**config.mk**
```make
export PLATFORM = sky130hd
export DESIGN_NAME = effect_led_renderer
export DESIGN_NICKNAME = d
export VERILOG_FILES = /design/src/rtl/effect_pkg.sv /design/src/rtl/led_pwm_bank.sv /design/src/rtl/effect_led_renderer.sv
export SDC_FILE = /design/constraint.sdc
export NUM_CORES = 1
export LEC_CHECK = 0
export CAP_MARGIN = 25
export CORE_UTILIZATION = 35
export DETAILED_ROUTE_END_ITERATION = 10
export GPL_TIMING_DRIVEN = 0
export HOLD_SLACK_MARGIN = 0.1
export PLACE_DENSITY = 0.62
export SYNTH_ARGS = -nofsm -noshare
export SYNTH_HDL_FRONTEND = slang
export SYNTH_SLANG_ARGS = --single-unit
```
**constraint.sdc**
```tcl
create_clock -name clk -period 16.4 [get_ports clk]
set_input_delay 4.92 -clock clk [delete_from_list [all_inputs] [get_ports clk]]
set_output_delay 4.92 -clock clk [all_outputs]
set_load 0.01 [all_outputs]
```
**src/rtl/effect_pkg.sv**
```systemverilog
// Shared definitions for the visual-effect interface: effect codes, PWM width,
// renderer FSM states and a small rotate helper used by the duty mux.
package effect_pkg;

   localparam int PWM_BITS = 8;
   localparam int NUM_LEDS = 8;

   localparam logic [7:0] EFF_BREATHING = 8'h01;
   localparam logic [7:0] EFF_FLOWING   = 8'h02;
   localparam logic [7:0] EFF_SPECTRUM  = 8'h03;
   localparam logic [7:0] EFF_WAVEFORM  = 8'h04;
   localparam logic [7:0] EFF_BEAT      = 8'h05;
   localparam logic [7:0] EFF_RAINBOW   = 8'h06;
   localparam logic [7:0] EFF_SPARKLE   = 8'h07;
   localparam logic [7:0] EFF_PULSE     = 8'h08;

   typedef enum logic {
      IDLE = 1'b0,
      RUN  = 1'b1
   } state_e;

   function automatic logic is_valid_effect(input logic [7:0] code);
      return (code >= EFF_BREATHING) && (code <= EFF_PULSE);
   endfunction

   function automatic logic [7:0] rotl8(input logic [7:0] v, input logic [2:0] n);
      logic [15:0] t;
      t = {v, v} << n;
      return t[15:8];
   endfunction

endpackage

```
**src/rtl/led_pwm_bank.sv**
```systemverilog
// PWM timebase (prescaler + 8-bit count), period-boundary strobe and the eight
// registered duty comparators that drive the LED pins.
module led_pwm_bank
   import effect_pkg::*;
#(
   parameter int PRESCALE = 4
) (
   input  logic                               clk,
   input  logic                               rst,
   input  logic [NUM_LEDS-1:0][PWM_BITS-1:0]  duty,
   output logic                               bnd,
   output logic [NUM_LEDS-1:0]                led
);

   localparam int PW = (PRESCALE > 1) ? $clog2(PRESCALE) : 1;
   localparam logic [PW-1:0] PRE_LAST = PW'(PRESCALE - 1);

   logic [PW-1:0]       pre_q, pre_d;
   logic [PWM_BITS-1:0] cnt_q, cnt_d;
   logic [NUM_LEDS-1:0] led_q, led_d;
   logic                pre_wrap;

   always_comb begin
      pre_wrap = (pre_q == PRE_LAST);
      pre_d    = pre_wrap ? '0 : pre_q + 1'b1;
      cnt_d    = pre_wrap ? cnt_q + 1'b1 : cnt_q;
      bnd      = pre_wrap && (cnt_q == '1);
   end

   // Strict less-than: duty 0 is always dark, duty 255 still drops for one count.
   generate
      for (genvar gi = 0; gi < NUM_LEDS; gi++) begin : g_cmp
         assign led_d[gi] = (cnt_q < duty[gi]);
      end
   endgenerate

   always_ff @(posedge clk) begin
      if (rst) begin
         pre_q <= '0;
         cnt_q <= '0;
         led_q <= '0;
      end else begin
         pre_q <= pre_d;
         cnt_q <= cnt_d;
         led_q <= led_d;
      end
   end

   assign led = led_q;

endmodule

```
**src/rtl/effect_led_renderer.sv**
```systemverilog
// Renders latched effect parameters onto an 8-LED PWM bar; parameters and the
// animation phase only change at PWM period boundaries so the output never glitches.
module effect_led_renderer
   import effect_pkg::*;
#(
   parameter int PRESCALE = 4
) (
   input  logic        clk,
   input  logic        rst,
   input  logic [7:0]  effect_type,
   input  logic [15:0] effect_data,
   input  logic [7:0]  brightness,
   input  logic [7:0]  speed,
   input  logic        effect_ready,
   output logic [7:0]  led,
   output logic        frame_tick,
   output logic [7:0]  active_effect
);

   logic [7:0]  type_q, type_d;
   logic [15:0] data_q, data_d;
   logic [7:0]  bright_q, bright_d;
   logic [7:0]  speed_q, speed_d;
   logic [15:0] acc_q, acc_d;
   logic [7:0]  phase_q, phase_d;
   logic        tick_q, tick_d;
   logic [7:0]  active_q, active_d;
   state_e      state_q, state_d;

   logic                              bnd;
   logic [16:0]                       step_sum;
   logic [NUM_LEDS-1:0][PWM_BITS-1:0] duty;
   logic [15:0]                       prod;
   logic [2:0]                        flow_idx, flow_prev, wave_pos;
   logic [7:0]                        rain_mask;

   // The step always uses the speed latched before this boundary; a type change
   // then overrides any phase increment with a clear.
   always_comb begin
      type_d   = type_q;
      data_d   = data_q;
      bright_d = bright_q;
      speed_d  = speed_q;
      acc_d    = acc_q;
      phase_d  = phase_q;
      state_d  = state_q;
      tick_d   = 1'b0;
      step_sum = {1'b0, acc_q} + {9'd0, speed_q} + 17'd1;
      if (bnd) begin
         acc_d  = step_sum[15:0];
         tick_d = step_sum[16];
         if (step_sum[16]) phase_d = phase_q + 1'b1;
         if (effect_ready) begin
            type_d   = effect_type;
            data_d   = effect_data;
            bright_d = brightness;
            speed_d  = speed;
            if (effect_type != type_q) phase_d = '0;
            state_d  = is_valid_effect(effect_type) ? RUN : IDLE;
         end
      end
      active_d = (state_d == RUN) ? type_d : 8'h00;
   end

   always_comb begin
      duty      = '0;
      prod      = 16'(data_q[7:0]) * 16'(bright_q);
      flow_idx  = data_q[2:0];
      flow_prev = flow_idx - 3'd1;
      wave_pos  = phase_q[3] ? (3'd7 - phase_q[2:0]) : phase_q[2:0];
      rain_mask = rotl8(8'h0F, phase_q[2:0]);
      if (state_q == RUN) begin
         case (type_q)
            EFF_BREATHING: duty = {NUM_LEDS{prod[15:8]}};
            EFF_FLOWING: begin
               duty[flow_idx]  = bright_q;
               duty[flow_prev] = bright_q >> 2;
            end
            EFF_SPECTRUM: begin
               for (int i = 0; i < NUM_LEDS; i++)
                  duty[i] = (data_q[2*i+1] | data_q[2*i]) ? bright_q : 8'h00;
            end
            EFF_WAVEFORM: duty[wave_pos] = bright_q;
            EFF_BEAT: duty = {NUM_LEDS{data_q[7] ? bright_q : (bright_q >> 3)}};
            EFF_RAINBOW: begin
               for (int i = 0; i < NUM_LEDS; i++)
                  duty[i] = rain_mask[i] ? bright_q : 8'h00;
            end
            EFF_SPARKLE: begin
               for (int i = 0; i < NUM_LEDS; i++)
                  duty[i] = data_q[i] ? bright_q : 8'h00;
            end
            EFF_PULSE: duty = {NUM_LEDS{phase_q[0] ? bright_q : 8'h00}};
            default: duty = '0;
         endcase
      end
   end

   always_ff @(posedge clk) begin
      if (rst) begin
         type_q   <= '0;
         data_q   <= '0;
         bright_q <= '0;
         speed_q  <= '0;
         acc_q    <= '0;
         phase_q  <= '0;
         tick_q   <= 1'b0;
         active_q <= '0;
         state_q  <= IDLE;
      end else begin
         type_q   <= type_d;
         data_q   <= data_d;
         bright_q <= bright_d;
         speed_q  <= speed_d;
         acc_q    <= acc_d;
         phase_q  <= phase_d;
         tick_q   <= tick_d;
         active_q <= active_d;
         state_q  <= state_d;
      end
   end

   led_pwm_bank #(
      .PRESCALE (PRESCALE)
   ) u_pwm (
      .clk  (clk),
      .rst  (rst),
      .duty (duty),
      .bnd  (bnd),
      .led  (led)
   );

   assign frame_tick    = tick_q;
   assign active_effect = active_q;

endmodule
```
==> summary.md, run 1 <==
| Metric | Value |
|---|---|
| Total vias in the final route | `roughly 8800` |
| Number of max-slew violations in the final report | `0` |
| Clock latency at the later pin of the worst-skew pair | `around 0.36 ns` |
| Per-cell routed wire length | `18.94 um` |
| End of the worst register-to-register path | `u_pwm.led[7]$_SDFF_PP0_` |
| Met3 usage in global routing | `between 3 and 4%` |
| Post-route antenna net violation count | `0` |
| Number of hold-slack violations in the final timing report | `0` |
| Critical path data arrival time | `around 7.9 ns` |
| Biggest area consumer among synthesized cells | `dfxtp_1` |
| First-pass GRT wire length | `between 40 and 50 mm` |
| Buffers from clock root to sink, at most | `2` |
| Leakage power summed over all cells | `3.931 nW` |
| Filler Cell Count | `2561` |
| Slew at the pin closest to its max-slew limit | `between 1 and 1.5 ns` |
| Net switching power | `approximately 0.12 mW` |
| Hold WS | `0.4267 ns` |
| Final Cycle Share | `a little under half` |
| Post-synthesis net count | `1313` |
| Synth top area share | `19.98%` |
| Worst min-delay path category | `reg -> reg` |
| Die H | `160.7 um` |
| Share of flip-flops with an asynchronous set or reset after synthesis | `0%` |
| Post-layout total power | `0.4573 mW` |
| Warning count from the yosys run | `0` |
| Kind of critical path | `reg -> reg` |
| # hold bufs at CTS | `0` |
| Synthesized area | `~8800 um^2` |
| Top FF cell, synth | `dfxtp_1` |
| Largest net degree at the start of global routing | `20` |
| Global-route met2 utilization | `~37%` |
| Relative contribution of combinational cells to total power | `under 10%` |
| CTS clock-pin slew for the worst setup and hold paths | `~0.070 ns` |
| Combined flip-flop and latch cell area | `1762 um^2` |
| Outcome | `complete, no violations` |
| Sw frac | `26.48%` |
| # diodes | `0` |
| TritonCTS Buffers | `9` |
| VDD IR max | `48.82 uV` |
| Met1 track demand over resource in global routing | `30.25%` |
| Power density of the placed cells | `approximately 45 nW/um^2` |
| Final Non-Filler Cells | `roughly 1500` |
| Post-synth top cells | `155 x nand2_1, 104 x ha_1, 99 x a21oi_1` |
| Fraction of layout cells with a size suffix above 1 | `under 10%` |
| TritonCTS clock tree | `built` |
| Row Count | `between 50 and 60` |
| Starting density of the core | `35.93%` |
| Setup crit start kind | `register` |
| Root buffer cell | `clkbuf_16` |
| Remaining routing DRC violations | `0` |
| Ranking of synthesized cells by area | `dfxtp_1 20%, ha_1 15%, fa_1 8.2%` |
| Worst Min Path Start | `u_pwm.pre_q[0]$_SDFF_PP0_` |
| IO Port Bufs | `59` |
| Final Wtd Congestion | `~1.0` |
| Starting DRC count in detailed routing | `666` |
| Mean cell area of the mapped netlist | `about 7.8 um^2` |
| Internal portion of total power | `0.3362 mW` |
| Startpoint of the lowest-slack register-to-register path | `bright_q[5]$_SDFFE_PP0P_` |
| Final period demand of the worst path | `7.635 ns` |
| Crit path max fanout | `10` |
| Worst rel slew slack | `between 20% and 30%` |
| Worst Setup End Kind | `register` |
| Clk sinks | `between 80 and 90` |
| Final routed wirelength across all metal layers | `roughly 29 mm` |
| Vias in the first global route | `between 8000 and 9000` |
| GRT Overall Usage | `23.04%` |
| Logic depth of the worst register-to-register path | `25` |
| Top-count cell post-synth | `nand2_1` |
| Detailed placement HPWL | `22.01 mm` |
| Seq/Total Area, Yosys | `about a fifth` |
| Multi-input combinational cell area | `~6500 um^2` |
| Peak Freq | `between 100 and 150 MHz` |
| Setup violators final | `0` |
| Number of top-level pins | `60` |
| Average via count per standard cell | `5.756` |
| H-tree level count | `3` |
| Data required time of the critical path | `between 15 and 20 ns` |
| Number of enable-type register cells in the synthesized netlist | `0` |
| Aggregate negative setup slack | `0 ns` |
| Number of instances in the placed design | `1514` |
| Nets@finish | `1385` |
| Growth of design area from synthesis to finish | `14.95%` |
| # Post-CTS Setup Buffers | `0` |
| Overflow left after global routing | `0` |
| Floorplan die width | `around 160 um` |
| Setup repair after global routing missed its margin | `false` |
| Drt first pass iters | `5` |
| Capture point of the critical path | `u_pwm.led[7]$_SDFF_PP0_` |
| Global-route layer with the greatest usage | `met2` |
| Die footprint | `between 20000 and 30000 um^2` |
| Gate count of the mapped netlist | `1130` |
| Placeable core area | `24530 um^2` |
| Startpoint of the worst setup timing path | `bright_q[5]$_SDFFE_PP0P_` |
| Sequential share of power | `a little under half` |
| Cell variety after synth | `72` |
| Flop and latch count out of synthesis | `just under 90` |
| Power share of the clock group | `between 40% and 50%` |
| Max Clock Skew | `around 0.015 ns` |
| Setup slack of the worst register-to-register path | `between 8 and 9 ns` |
| Reported max-cap violation count | `0` |
| Resize count post-CTS | `0` |
| Initial antenna violation count | `0` |
## sequential cells by signal (all words and copies together), names as in the netlist, 4 cells and up
signal	flops
acc_q	16
active_effect	8
bright_q	8
data_q	16
phase_q	4
speed_q	8
type_q	8
u_pwm.cnt_q	8
u_pwm.led	8
## placed cells by master (no fill, tap or decap), types with 10 or more instances in the layout
master           Yosys  layout
nand2_1            155     155
ha_1               104     104
a21oi_1             99      99
dfxtp_1             88      88
inv_1               72      72
nor2_1              61      61
clkdlybuf4s50_1      0      59
clkbuf_1            51      51
o21ai_0             50      50
and2_1              49      49
fa_1                36      36
a32o_1              29      29
nand3_1             26      26
nor2b_1             22      22
xnor2_1             19      19
nor3_1              19      19
nand2b_1            15      15
nand4_1             13      13
a211oi_1            12      12
buf_1               11      11
o21ai_1             11      11
a21o_1              10      10
xor2_1              10      10
## power groups by stage
stage               combinational, mW  sequential (mW)  clock, mW
floorplan                     0.00819            0.220          0
global route                   0.0250            0.216      0.230
finish                         0.0230            0.215      0.219
detailed placement             0.0230            0.220          0
CTS                            0.0231            0.215      0.223
global placement               0.0229            0.220          0
## layout make-up
cell class | instances | area share (%)
repair buffers | 61 | 5.976
clock inverters | 7 | 0.8026
multi-input cells | 902 | 64.33
inverters | 72 | 2.667
flip-flops and latches | 88 | 17.38
clock buffers | 9 | 2.222
well taps | 324 | 4.000
plain buffers | 68 | 2.618
## cells by family (layout without fill, tap and decap cells)
group | Yosys count | in the layout | synth area share [%]
xor+xnor | 29 | 29 | 2.881
buf+inv | 140 | 217 | 6.074
flops | 88 | 88 | 19.98
fa+ha+maj | 140 | 140 | 22.94
mux | 10 | 10 | 1.164
compound gates | 304 | 304 | 22.86
simple gates | 419 | 419 | 24.10
## worst min path at each step
stage	to	slack, ns	cells past startpoint
2_1_floorplan	u_pwm.pre_q[0]$_SDFF_PP0_	0.40	1
3_3_place_gp	u_pwm.pre_q[0]$_SDFF_PP0_	0.42	1
3_5_place_dp	u_pwm.pre_q[0]$_SDFF_PP0_	0.42	1
4_1_cts	u_pwm.pre_q[0]$_SDFF_PP0_	0.43	1
5_1_grt	u_pwm.pre_q[0]$_SDFF_PP0_	0.45	1
6_report	u_pwm.pre_q[0]$_SDFF_PP0_	0.43	1
## routing by layer
metal / vias to the layer above / part of all wire [%]
met5: - / 0
met2: 344 / 46
met4: 0 / 3.6
met3: 87 / 6.4
li1: 4199 / -
met1: 4183 / 44
## worst max-delay path: stages, from the launching register on
cell and delay [ns]:
dfxtp_1 0.31, clkbuf_1 0.46, clkbuf_1 0.65, inv_1 0.18, nor2_1 0.28, ha_1 0.20, inv_1 0.05, fa_1 0.50
inv_1 0.05, fa_1 0.53, inv_1 0.07, fa_1 0.53, inv_1 0.04, ha_1 0.23, a2111oi_0 0.43, o21ai_0 0.28
a31o_2 0.31, xor2_1 0.14, o2bb2ai_1 0.45, o21ai_0 0.28, ha_1 0.35, a21o_1 0.16, a211oi_1 0.30, nand3_1 0.12
a2111o_1 0.42, a41oi_2 0.21
## per-stage QoR
step,instance area [um^2],utilization (%),worst slack (ns)
final,10130,41.30,8.765
after detailed placement,9819,40.02,8.876
after global routing,10130,41.30,8.384
after floorplan,8816,-,10.41
after CTS,10130,41.27,8.893
after global placement,9812,39.99,8.888
(Power assumes the default switching activity.)
==> run 2: changes to the inputs <==
==> constraint.sdc (replaced) <==
create_clock -name clk -period 7.1 [get_ports clk]
set_input_delay 2.13 -clock clk [delete_from_list [all_inputs] [get_ports clk]]
set_output_delay 2.13 -clock clk [all_outputs]
set_load 0.01 [all_outputs]
==> summary.md, run 2 (synthesized netlist as in run 1, its figures left out) <==
| Metric | Value |
|---|---|
| Fraction of layout cells with a size suffix above 1 | `under 10%` |
| Die footprint | `roughly 26000 um^2` |
| Worst Setup End Kind | `register` |
| Largest net degree at the start of global routing | `20` |
| Vias in the first global route | `between 8000 and 9000` |
| VDD IR max | `111.7 uV` |
| Starting DRC count in detailed routing | `around 730` |
| IO Port Bufs | `between 50 and 60` |
| Setup slack of the worst register-to-register path | `0.33 ns` |
| Overflow left after global routing | `0` |
| Worst rel slew slack | `roughly 36%` |
| CTS clock-pin slew for the worst setup and hold paths | `around 0.08 ns` |
| Setup repair after global routing missed its margin | `false` |
| Detailed placement HPWL | `about 22 mm` |
| Number of hold-slack violations in the final timing report | `0` |
| Setup violators final | `0` |
| Data required time of the critical path | `7.35 ns` |
| Peak Freq | `147.8 MHz` |
| Most frequent cells in the layout | `155 x nand2_1, 104 x ha_1, 98 x a21oi_1, 88 x dfxtp_1, 72 x inv_1` |
| Final period demand of the worst path | `between 6 and 7 ns` |
| Row Count | `57` |
| Root buffer cell | `clkbuf_16` |
| GRT Overall Usage | `~23%` |
| Initial antenna violation count | `0` |
| Buffers from clock root to sink, at most | `2` |
| Drt first pass iters | `7` |
| Growth of design area from synthesis to finish | `15.63%` |
| Largest registers | `acc_q: 16 flops, data_q: 16 flops` |
| Post-layout util | `41.55%` |
| Final Wtd Congestion | `roughly 1.0` |
| TritonCTS clock tree | `built` |
| Clock latency at the later pin of the worst-skew pair | `around 0.36 ns` |
| Nets@finish | `roughly 1400` |
| Critical path data arrival time | `~7 ns` |
| Worst min-delay path category | `reg -> reg` |
| Average via count per standard cell | `between 5 and 6` |
| Slew at the pin closest to its max-slew limit | `~0.96 ns` |
| Leakage power summed over all cells | `just under 4 nW` |
| Starting density of the core | `35.93%` |
| Kind of critical path | `reg -> reg` |
| Floorplan die width | `around 160 um` |
| TritonCTS Buffers | `9` |
| Number of instances in the placed design | `roughly 1500` |
| Final Cycle Share | `95.28%` |
| Crit path max fanout | `11` |
| Number of top-level pins | `60` |
| Most frequent standard cell in the layout excluding fill and tap cells | `nand2_1` |
| Final routed wirelength across all metal layers | `between 20 and 30 mm` |
| H-tree level count | `3` |
| Reported max-cap violation count | `0` |
| Placeable core area | `about 25000 um^2` |
| Outcome | `complete, no violations` |
| Total vias in the final route | `around 9000` |
| Post-route antenna net violation count | `0` |
| Final Non-Filler Cells | `about 1500` |
| Clk sinks | `between 80 and 90` |
| Max Clock Skew | `between 0.015 and 0.02 ns` |
| Number of max-slew violations in the final report | `0` |
| Setup crit start kind | `register` |
| Per-cell routed wire length | `~19 um` |
| Power density of the placed cells | `a little over 100 nW/um^2` |
| Remaining routing DRC violations | `0` |
| First-pass GRT wire length | `46.82 mm` |
| # diodes | `0` |
| Die H | `approximately 160 um` |
==> run 2: changes by cell type in the layout (fill, tap and decap cells not counted), moves of 2 or more <==
cell,previous run,this run
clkbuf_1,51,40
mux2i_1,8,6
clkbuf_2,0,8
mux2i_4,0,2
==> run 2: worst max-delay path, cell delays in order (launching register included) <==
cell,delay [ns]
dfxtp_1,0.61
clkbuf_2,0.39
nand2_1,0.15
fa_1,0.56
inv_1,0.05
fa_1,0.53
fa_1,0.55
inv_1,0.05
fa_1,0.53
inv_1,0.04
ha_1,0.35
o21ai_0,0.21
mux2_2,0.36
nand3_1,0.09
o2111ai_1,0.17
a21oi_4,0.35
o21ai_0,0.22
ha_1,0.34
nand3_1,0.11
a21oi_1,0.06
a2111oi_0,0.48
o21ai_1,0.15
a31oi_1,0.30
==> run 2: worst paths after layout <==
path,from,end,depth (start not counted)
setup reg to reg,data_q[2]$_SDFFE_PP0P_,u_pwm.led[6]$_SDFF_PP0_,22
hold reg to reg,u_pwm.pre_q[0]$_SDFF_PP0_,u_pwm.pre_q[0]$_SDFF_PP0_,1
setup / recovery,data_q[2]$_SDFFE_PP0P_,u_pwm.led[6]$_SDFF_PP0_,22
hold / removal,u_pwm.pre_q[0]$_SDFF_PP0_,u_pwm.pre_q[0]$_SDFF_PP0_,1
==> run 2: layer usage <==
| metal | track usage, % | part of all wire (%) | wire [um] | vias up |
|---|---|---|---|---|
| met4 | 10.46 | 3.8 | 1100 | 0 |
| met3 | 3.280 | 7.2 | 2106 | 92 |
| li1 | - | - | - | 4192 |
| met5 | 0 | 0 | 0 | - |
| met2 | 37.43 | 46 | 13280 | 380 |
| met1 | 30.31 | 43 | 12680 | 4192 |
==> run 2: metrics by stage <==
| stage | TNS, ns | power (mW) | hold slack, ns | setup WS, ns | instance area, um^2 |
|---|---|---|---|---|---|
| after floorplan | 0 | 0.5277 | 0.4043 | 1.107 | 8816 |
| after global placement | -1.684 | 0.5621 | 0.4200 | -0.4122 | 9812 |
| after detailed placement | -1.427 | 0.5623 | 0.4240 | -0.3562 | 9819 |
| after CTS | 0 | 1.065 | 0.4342 | 0.01498 | 10150 |
| after global routing | 0 | 1.086 | 0.4487 | 0.02897 | 10190 |
| final | 0 | 1.056 | 0.4268 | 0.3348 | 10190 |
==> run 2: cell type report <==
cell class / count / area [um^2]
plain buffers: 66 / 269.0
clock buffers: 9 / 225.2
clock inverters: 7 / 81.33
fillers: 2558 / 14340
inverters: 72 / 270.3
multi-input cells: 902 / 6568
flip-flops and latches: 88 / 1762
well taps: 324 / 405.4
repair buffers: 62 / 613.1
==> run 2: power by group <==
group	internal [mW]	total, mW	leakage, nW	switching, mW
Sequential	0.496	0.498	0.709	0.00198
Combinational	0.0288	0.0531	3.12	0.0244
Clock	0.252	0.505	0.150	0.253
==> run 2: what timing repair did <==
item,CTS,global route
endpoints found under the setup margin,6,7
hold buffers,0,0
resized for setup,9,15
cloned,0,0
pin swaps,0,1
setup buffers,0,2
